===== src/rtl/hilo_fwd_file_if.sv =====
`default_nettype none
// ============================================================================
// Module      : hilo_fwd_file_if
// Description : Bundles the pipeline-facing signals of the HI/LO forwarding file.
//               master = pipeline/controller side, slave = register block side.
//               Pipeline -> block : stall, flush, stg_we/stg_wdata, commit_we/
//                                   commit_wdata, lock_set, rd_req, rd_sel
//               Block -> pipeline : rd_data, pending, stallreq, arch_data
// Revision    : 1.0  initial release
// ============================================================================
interface hilo_fwd_file_if #(
  parameter int DW      = 32,
  parameter int NCH     = 2,
  parameter int NSTG    = 3,
  parameter int STALL_W = 6
);
  logic [STALL_W-1:0]      stall;
  logic                    flush;
  logic [NSTG*NCH-1:0]     stg_we;
  logic [NSTG*NCH*DW-1:0]  stg_wdata;
  logic [NCH-1:0]          commit_we;
  logic [NCH*DW-1:0]       commit_wdata;
  logic [NCH-1:0]          lock_set;
  logic                    rd_req;
  logic [NCH-1:0]          rd_sel;
  logic [NCH*DW-1:0]       rd_data;
  logic [NCH-1:0]          pending;
  logic                    stallreq;
  logic [NCH*DW-1:0]       arch_data;

  modport master (
    output stall, flush, stg_we, stg_wdata, commit_we, commit_wdata,
           lock_set, rd_req, rd_sel,
    input  rd_data, pending, stallreq, arch_data
  );

  modport slave (
    input  stall, flush, stg_we, stg_wdata, commit_we, commit_wdata,
           lock_set, rd_req, rd_sel,
    output rd_data, pending, stallreq, arch_data
  );
endinterface
`default_nettype wire


===== src/rtl/hilo_fwd_file.sv =====
`default_nettype none
// ============================================================================
// Module      : hilo_fwd_file
// Description : NCH special registers (ch0 = HI, ch1 = LO) with NSTG-deep
//               priority forwarding, a registered stall-aware read port and a
//               per-channel pending scoreboard for multi-cycle mul/div.
// Ports       : clk  - rising-edge clock
//               rst  - asynchronous reset, active low
//               bus  - hilo_fwd_file_if.slave (pipeline signals, see interface)
// Revision    : 1.0  initial release
// ============================================================================
module hilo_fwd_file #(
  parameter int DW      = 32,
  parameter int NCH     = 2,
  parameter int NSTG    = 3,
  parameter int STALL_W = 6,
  parameter int RD_STG  = 2
) (
  input  logic                 clk,
  input  logic                 rst,
  hilo_fwd_file_if.slave       bus
);

  logic [NCH*DW-1:0] arch_reg;
  logic [NCH*DW-1:0] fwd;
  logic [NCH*DW-1:0] rd_reg;
  logic [NCH-1:0]    pend_reg;

  // Only the read stage and the stage after it matter for the read port.
  logic unused_stall;
  assign unused_stall = ^bus.stall;

  logic stall_rd;
  logic stall_nx;
  assign stall_rd = bus.stall[RD_STG];
  assign stall_nx = bus.stall[RD_STG+1];

  generate
    for (genvar c = 0; c < NCH; c++) begin : g_ch
      logic [DW-1:0] arch_c;
      logic [DW-1:0] fwd_c;
      logic          pend_c;

      // Architectural register: written only by the WB commit bus.
      always_ff @(posedge clk or negedge rst) begin
        if (!rst) begin
          arch_c <= '0;
        end else if (bus.commit_we[c]) begin
          arch_c <= bus.commit_wdata[c*DW +: DW];
        end
      end

      // Forwarding: start from the lowest priority source and let each
      // younger source overwrite, so stage 0 ends up winning.
      always_comb begin
        fwd_c = arch_c;
        if (bus.commit_we[c]) begin
          fwd_c = bus.commit_wdata[c*DW +: DW];
        end
        for (int s = NSTG - 1; s >= 0; s--) begin
          if (bus.stg_we[s*NCH + c]) begin
            fwd_c = bus.stg_wdata[(s*NCH + c)*DW +: DW];
          end
        end
      end

      // Scoreboard: a new lock beats a same-cycle commit, since the commit
      // belongs to the older op and the new op still has to write.
      always_ff @(posedge clk or negedge rst) begin
        if (!rst) begin
          pend_c <= 1'b0;
        end else if (bus.flush) begin
          pend_c <= 1'b0;
        end else if (bus.lock_set[c]) begin
          pend_c <= 1'b1;
        end else if (bus.commit_we[c]) begin
          pend_c <= 1'b0;
        end
      end

      assign arch_reg[c*DW +: DW] = arch_c;
      assign fwd[c*DW +: DW]      = fwd_c;
      assign pend_reg[c]          = pend_c;
    end
  endgenerate

  // Read port: a stalled read stage feeding a moving next stage emits a
  // bubble; a stalled read stage behind a stalled next stage holds.
  always_ff @(posedge clk or negedge rst) begin
    if (!rst) begin
      rd_reg <= '0;
    end else if (bus.flush) begin
      rd_reg <= '0;
    end else if (stall_rd && !stall_nx) begin
      rd_reg <= '0;
    end else if (!stall_rd) begin
      rd_reg <= fwd;
    end
  end

  // Uses registered pending bits, so a commit releases the stall one cycle
  // later, when the committed value is already visible in the arch register.
  assign bus.stallreq  = bus.rd_req & (|(bus.rd_sel & pend_reg)) & ~bus.flush;
  assign bus.rd_data   = rd_reg;
  assign bus.pending   = pend_reg;
  assign bus.arch_data = arch_reg;

endmodule
`default_nettype wire


===== src/flat_wrapper.sv =====
// flat-port wrapper written by rule: the top's interface ports become plain ports
module hilo_fwd_file_flat 
#(
  parameter int DW      = 32,
  parameter int NCH     = 2,
  parameter int NSTG    = 3,
  parameter int STALL_W = 6,
  parameter int RD_STG  = 2
)
  (clk, rst, bus_stall, bus_flush, bus_stg_we, bus_stg_wdata, bus_commit_we, bus_commit_wdata, bus_lock_set, bus_rd_req, bus_rd_sel, bus_rd_data, bus_pending, bus_stallreq, bus_arch_data);
  hilo_fwd_file_if #(.DW(DW), .NCH(NCH), .NSTG(NSTG), .STALL_W(STALL_W)) bus_i ();
  input  logic clk;
  input  logic rst;
  input wire logic [$bits(bus_i.stall)-1:0] bus_stall;
  input wire logic [$bits(bus_i.flush)-1:0] bus_flush;
  input wire logic [$bits(bus_i.stg_we)-1:0] bus_stg_we;
  input wire logic [$bits(bus_i.stg_wdata)-1:0] bus_stg_wdata;
  input wire logic [$bits(bus_i.commit_we)-1:0] bus_commit_we;
  input wire logic [$bits(bus_i.commit_wdata)-1:0] bus_commit_wdata;
  input wire logic [$bits(bus_i.lock_set)-1:0] bus_lock_set;
  input wire logic [$bits(bus_i.rd_req)-1:0] bus_rd_req;
  input wire logic [$bits(bus_i.rd_sel)-1:0] bus_rd_sel;
  output wire logic [$bits(bus_i.rd_data)-1:0] bus_rd_data;
  output wire logic [$bits(bus_i.pending)-1:0] bus_pending;
  output wire logic [$bits(bus_i.stallreq)-1:0] bus_stallreq;
  output wire logic [$bits(bus_i.arch_data)-1:0] bus_arch_data;
  assign bus_i.stall = bus_stall;
  assign bus_i.flush = bus_flush;
  assign bus_i.stg_we = bus_stg_we;
  assign bus_i.stg_wdata = bus_stg_wdata;
  assign bus_i.commit_we = bus_commit_we;
  assign bus_i.commit_wdata = bus_commit_wdata;
  assign bus_i.lock_set = bus_lock_set;
  assign bus_i.rd_req = bus_rd_req;
  assign bus_i.rd_sel = bus_rd_sel;
  assign bus_rd_data = bus_i.rd_data;
  assign bus_pending = bus_i.pending;
  assign bus_stallreq = bus_i.stallreq;
  assign bus_arch_data = bus_i.arch_data;
  hilo_fwd_file #(.DW(DW), .NCH(NCH), .NSTG(NSTG), .STALL_W(STALL_W), .RD_STG(RD_STG)) u_core (.clk(clk), .rst(rst), .bus(bus_i));
endmodule

===== config.mk =====
export PLATFORM = sky130hd
export DESIGN_NAME = hilo_fwd_file_flat
export DESIGN_NICKNAME = d
export VERILOG_FILES = /design/src/rtl/hilo_fwd_file_if.sv /design/src/rtl/hilo_fwd_file.sv /design/src/flat_wrapper.sv
export SDC_FILE = /design/constraint.sdc
export NUM_CORES = 1
export LEC_CHECK = 0
export CORE_AREA = 8 8 151 153
export DETAILED_ROUTE_END_ITERATION = 7
export DIE_AREA = 0 0 159 161
export PLACE_DENSITY = 0.83
export REMOVE_ABC_BUFFERS = 1
export SLEW_MARGIN = 20
export SYNTH_ARGS = -nofsm -noshare
export SYNTH_HDL_FRONTEND = slang
export SYNTH_SLANG_ARGS = --single-unit

===== constraint.sdc =====
create_clock -name clk -period 1.2 [get_ports clk]
set_clock_uncertainty 0.15 [all_clocks]
set_input_delay 0.3 -clock clk [delete_from_list [all_inputs] [get_ports clk]]
set_output_delay 0.3 -clock clk [all_outputs]
set_load 0.02 [all_outputs]

==> results of run 1 <==
==> timing repair <==
action,CTS,global route
pin swaps,14,31
hold endpoints to repair,130,2
setup endpoints to repair,195,193
gates resized for setup,801,66
hold buffers,1,1
gates cloned,4,1
buffers inserted,36,33
==> synth_stat cells <==
library cell | count | share of area
inv_1 | 2 | 0.0010
mux2_2 | 45 | 0.067
buf_2 | 29 | 0.019
o21ai_0 | 1 | 0.00066
buf_4 | 12 | 0.012
buf_1 | 4 | 0.0020
dfrtp_1 | 130 | 0.43
a22oi_1 | 1 | 0.0010
nor3b_1 | 1 | 0.0010
clkbuf_1 | 13 | 0.0065
nand2b_1 | 128 | 0.11
a32oi_1 | 64 | 0.074
o21ai_1 | 63 | 0.042
buf_6 | 11 | 0.016
mux2_4 | 19 | 0.038
clkbuf_8 | 4 | 0.0073
nand4b_1 | 64 | 0.074
a21oi_1 | 2 | 0.0013
and3b_1 | 1 | 0.0012
a21o_1 | 64 | 0.064
nor2_1 | 67 | 0.033
==> where the power goes <==
part	leakage, nW	switching (mW)	total (mW)	internal (mW)
combinational	4.08	1.92	4.52	2.60
clock	0.282	2.11	5.59	3.48
sequential	1.62	0.323	5.10	4.78
total	5.98	4.35	15.2	10.9
==> layout make-up <==
| class | count | area (µm²) |
|---|---|---|
| antenna | 2 | 5.005 |
| clock buffer | 19 | 432.9 |
| clock inverter | 12 | 183.9 |
| fill | 1500 | 6890 |
| inverter | 2 | 7.507 |
| multi-input combinational | 520 | 4006 |
| sequential | 130 | 3253 |
| tap | 275 | 344.1 |
| timing repair buffer | 529 | 5434 |
==> flip-flops by register name (all words and copies together) (netlist names) <==
register            count
u_core.g_ch.pend_c      2
u_core.bus.rd_data     64
u_core.g_ch.arch_c     64
==> cells by family (layout without fill, tap and decap cells) <==
kind of cell / count (synthesis) / after routing / synth area share
flip-flops: 130 / 130 / 0.4315
buffers and inverters: 75 / 562 / 0.06440
multiplexers: 64 / 64 / 0.1051
AO/OA/AOI/OAI: 195 / 195 / 0.1829
AND/OR/NAND/NOR: 261 / 261 / 0.2161
other: 0 / 2 / 0
==> final timing paths <==
kind                                                             to  depth (start not counted)
worst max-delay path                                   bus_stallreq                          3
worst min-delay path              u_core.bus.rd_data[3]$_DFFE_PN0P_                          2
worst max register to register   u_core.bus.rd_data[21]$_DFFE_PN0P_                          4
worst min register to register   u_core.bus.rd_data[63]$_DFFE_PN0P_                          2
max in group asynchronous       u_core.g_ch[0].arch_c[13]$_DFF_PN0_                          3
min in group clk                u_core.g_ch[0].arch_c[31]$_DFF_PN0_                          3
==> per-layer routing <==
layer,part of all wire,GRT usage,vias to the layer above
met5,0,0,-
met3,0.094,0.09112,54
met2,0.50,0.4128,447
met1,0.38,0.2740,3957
li1,-,-,3605
met4,0.028,0.08705,0
==> through the flow <==
step,setup TNS (ns),util
floorplan,-228.58,-
global placement,-73.46,0.5876
detailed placement,-77.56,0.5876
CTS,-28.42,0.6477
global route,-32.11,0.6648
finish,-25.97,0.6648
==> critical path, cell delays in order, from the launching register on <==
cell and delay, ns:
dfrtp_1 0.39, a22oi_2 0.18, nor3b_2 0.07, buf_4 0.16
==> flow_metrics.tcl, run 1 <==
set metrics [dict create \
    place_area_um2 12080 \
    ys_seq_area_frac 0.4315 \
    clockRootBuffer "clkbuf_16" \
    routed_wirelength_mm 33.75 \
    finalHoldViolCount 0 \
    ios 409 \
    clk_path_buf_depth 2 \
    power_density_nw_per_um2 1113 \
    overflow 0 \
    finalSetupViolCount 146 \
    drive_above_1_share 0.3218 \
    p_leak_nw 5.977 \
    crit_type "register to primary output" \
    wl_per_cell_um 22.67 \
    final_nets 1478 \
    rsz0062_at_grt "yes" \
    die_h_um 161 \
    cts_tree "yes" \
    timing.rr.start "u_core.g_ch[0].arch_c[21]$_DFF_PN0_" \
    worstHoldPathType "primary input to asynchronous set/reset pin" \
    vias_per_cell 5.415 \
    slew_headroom 0.8219 \
    outcome "finished, violations left" \
    layout_setup_ws_ns -0.4448 \
    violations "setup timing" \
    required_ns 0.75 \
    synthesis.instances 725 \
    num_rows 53 \
    whs_ns 0.1744 \
    cts_max_level 4 \
    drtIter0Drc 517 \
    post-place-ws_ns -0.9124 \
    port_buffers 404 \
    slew_viol_final 0 \
    dp.cells 1395 \
    fin_crit_sh 1.371 \
    worstPathArrival_ns 1.19 \
    cap_violations 0 \
    yosysUniqueCellTypes 21 \
    synth_area_um2 7538 \
    die_area_um2 25600 \
    power_mw 15.21 \
    start_kind "register" \
    area_delta_synth_final_pct 81.30 \
    tightest_slew_ns 0.2671 \
    grt_pass1_wl_mm 49.08 \
    die_width_um 159 \
    layout_commonest_cell "clkdlybuf4s50_1" \
    first_global_vias 8404 \
    peakVddDrop_uv 906.8 \
    period_minus_slack_ns 1.645 \
    grt_max_degree 65 \
    syn_avg_cell_area_um2 10.40 \
    antenna_found_initial 2 \
    grt_use_total 0.2423 \
    drc_errors 0 \
    crit_path_end_kind "primary output" \
    vias 8063 \
    ys_seq_elements 130 \
    post-route-cell-area_um2 13670 \
    path_clk_slew_ns 0.07 \
    core_um2 20560 \
    critical_path.max_fanout 2 \
    gp_congestion 0.8533 \
    start_util 0.3667 \
    yosysWarningCount 0 \
    final_cell_mix "260 x clkdlybuf4s50_1, 155 x buf_6, 130 x dfrtp_1" \
    crit_start "u_core.g_ch[0].pend_c$_DFFE_PN0P_" \
    max_freq_ghz 0.6080 \
    cts_buffers 17 \
    layoutNonFillerInstCount 1489 \
    r2r_slack_ns -0.06 \
    clock-sinks 130 \
    clkLatencyLatePin_ns 0.41 \
    drtAntennaViolNets 0 \
    place_hpwl_mm 22.96 \
    drtPass1Iterations 8 \
]
(Power assumes the default switching activity.)
==> run 2: changes to the inputs <==
--- a/config.mk
+++ b/config.mk
@@ -8,9 +8,10 @@
 export CORE_AREA = 8 8 151 153
 export DETAILED_ROUTE_END_ITERATION = 7
 export DIE_AREA = 0 0 159 161
+export MAX_ROUTING_LAYER = met4
 export PLACE_DENSITY = 0.83
 export REMOVE_ABC_BUFFERS = 1
-export SLEW_MARGIN = 20
+export SKIP_CTS_REPAIR_TIMING = 1
 export SYNTH_ARGS = -nofsm -noshare
 export SYNTH_HDL_FRONTEND = slang
 export SYNTH_SLANG_ARGS = --single-unit
==> run 2 against run 1 <==
  * The flow still finishes with violations (setup timing)
  * Core utilization fell by 0.37 points
  * Highest routed layer unchanged
  * Largest power group unchanged
  * Total power fell by 0.80%
  * Sequential power barely moved
==> flow_metrics.tcl, run 2 (synthesized netlist as in run 1, its figures left out) <==
set metrics [dict create \
    outcome "finished, violations left" \
    violations "setup timing" \
    tightest_slew_ns 0.2920 \
    peakVddDrop_uv 879.7 \
    cts_buffers 17 \
    vias_per_cell 5.330 \
    post-place-ws_ns -0.9124 \
    timing.rr.start "u_core.g_ch[0].arch_c[3]$_DFF_PN0_" \
    cpPeakStageDelay_ns 0.47 \
    place_area_um2 12080 \
    power_mw 15.08 \
    crit_path_end_kind "primary output" \
    finalSetupViolCount 150 \
    die_width_um 159 \
    wl_per_cell_um 22.45 \
    worstPathArrival_ns 1.21 \
    grt_pass1_wl_mm 46.48 \
    die_area_um2 25600 \
    clockRootBuffer "clkbuf_16" \
    period_minus_slack_ns 1.658 \
    crit_type "primary input to primary output" \
    area_delta_synth_final_pct 80.30 \
    p_sw_frac 0.2839 \
    overflow 0 \
    antenna_found_initial 3 \
    drtAntennaViolNets 0 \
    first_global_vias 8149 \
    drc_errors 0 \
    post-route-cell-area_um2 13590 \
    p_leak_nw 5.946 \
    routed_wirelength_mm 33.33 \
    crit_buf_inv 2 \
    grt_use_total 0.2352 \
    postLayoutCoreUtil 0.6612 \
    gp_congestion 0.8669 \
    die_h_um 161 \
    fin_crit_sh 1.381 \
    slew_viol_final 0 \
    comb_power_share 0.293 \
    layout_setup_ws_ns -0.4576 \
    clkLatencyLatePin_ns 0.41 \
    drtPass1Iterations 5 \
    slowest_stage "clkdlybuf4s50_1" \
    finalHoldViolCount 0 \
    cp_cell_sequence "clkdlybuf4s50_1 > a22oi_1 > nor3b_1 > buf_4" \
    port_buffers 404 \
    cap_violations 0 \
    worstHoldPathType "primary input to asynchronous set/reset pin" \
    critical_path.max_fanout 1 \
    num_rows 53 \
    critPathTopFamily "buffers and inverters" \
    place_hpwl_mm 22.96 \
    final_nets 1473 \
    required_ns 0.75 \
    cts_max_level 4 \
    power_density_nw_per_um2 1110 \
    drive_above_1_share 0.3132 \
    layout_commonest_cell "clkdlybuf4s50_1" \
    max_freq_ghz 0.6033 \
    whs_ns 0.1654 \
    start_kind "primary input" \
    slew_headroom 0.8053 \
    p_switching_mw 4.282 \
    core_um2 20560 \
    rsz0062_at_grt "yes" \
    clkPwrFrac 0.369 \
    grt_max_degree 65 \
    drtIter0Drc 478 \
    start_util 0.3667 \
    clk_path_buf_depth 2 \
    internal-power_mw 10.80 \
    final_cell_mix "261 x clkdlybuf4s50_1, 139 x buf_6, 130 x dfrtp_1" \
    clock-sinks 130 \
    path_clk_slew_ns 0.06 \
    cts_tree "yes" \
    crit_start "bus_rd_sel[0]" \
    seqPwrFrac 0.337 \
    vias 7915 \
    ios 409 \
]
## run 2: cell count changes in the layout (fill, tap and decap cells not counted), sizes merged
cell and delta:
clkdlybuf4s50 +1, clkbuf +4, dlygate4sd2 -2, diode +1
dlymetal6s2s +2, buf -10
## run 2: worst paths after layout
path	cells after the start	slack [ns]	endpoint
worst max-delay path	4	-0.46	bus_stallreq
worst min register to register	2	0.38	u_core.bus.rd_data[22]$_DFFE_PN0P_
worst max register to register	5	-0.18	u_core.bus.rd_data[3]$_DFFE_PN0P_
min in group clk	3	0.22	u_core.g_ch[0].arch_c[19]$_DFF_PN0_
worst min-delay path	2	0.17	u_core.bus.rd_data[1]$_DFFE_PN0P_
max in group asynchronous	3	0.22	u_core.g_ch[0].arch_c[5]$_DFF_PN0_
## run 2: through the flow
step	std cells	setup TNS, ns
final	1485	-26.15
after global placement	1395	-73.46
after floorplan	652	-228.58
after global routing	1485	-32.51
after detailed placement	1395	-77.56
after CTS	1426	-102.86
## run 2: final cells by class
type                            count  area [µm²]
Tap cell                          275       344.1
Multi-Input combinational cell    520        3959
Clock inverter                     12       183.9
Fill cell                        1521        6965
Sequential cell                   130        3253
Inverter                            2       7.507
Clock buffer                       19       432.9
Antenna cell                        3       7.507
Timing Repair Buffer              524        5404
## run 2: metal layers
layer / global-route usage / up-vias / routed length [µm]
met5: - / - / 0
met4: 0.06604 / 0 / 763
met3: 0.07916 / 36 / 2927
met2: 0.3893 / 408 / 16680
met1: 0.2690 / 3873 / 12960
li1: - / 3598 / -
## run 2: power groups by stage
stage                     clock, mW  combinational, mW  sequential, mW
final                          5.57               4.43            5.09
after global routing           5.88               4.69            5.12
after CTS                      5.68               3.99            5.00
after detailed placement          0               3.97            5.07
after global placement            0               3.93            5.06
after floorplan                   0              0.964            5.54
==> run 3: changes to the inputs <==
--- a/config.mk
+++ b/config.mk
@@ -5,6 +5,7 @@
 export SDC_FILE = /design/constraint.sdc
 export NUM_CORES = 1
 export LEC_CHECK = 0
+export CAP_MARGIN = 15
 export CORE_AREA = 8 8 151 153
 export DETAILED_ROUTE_END_ITERATION = 7
 export DIE_AREA = 0 0 159 161
==> results of run 3 <==
No change in the layout: final DEF, timing and power equal those of run 2.
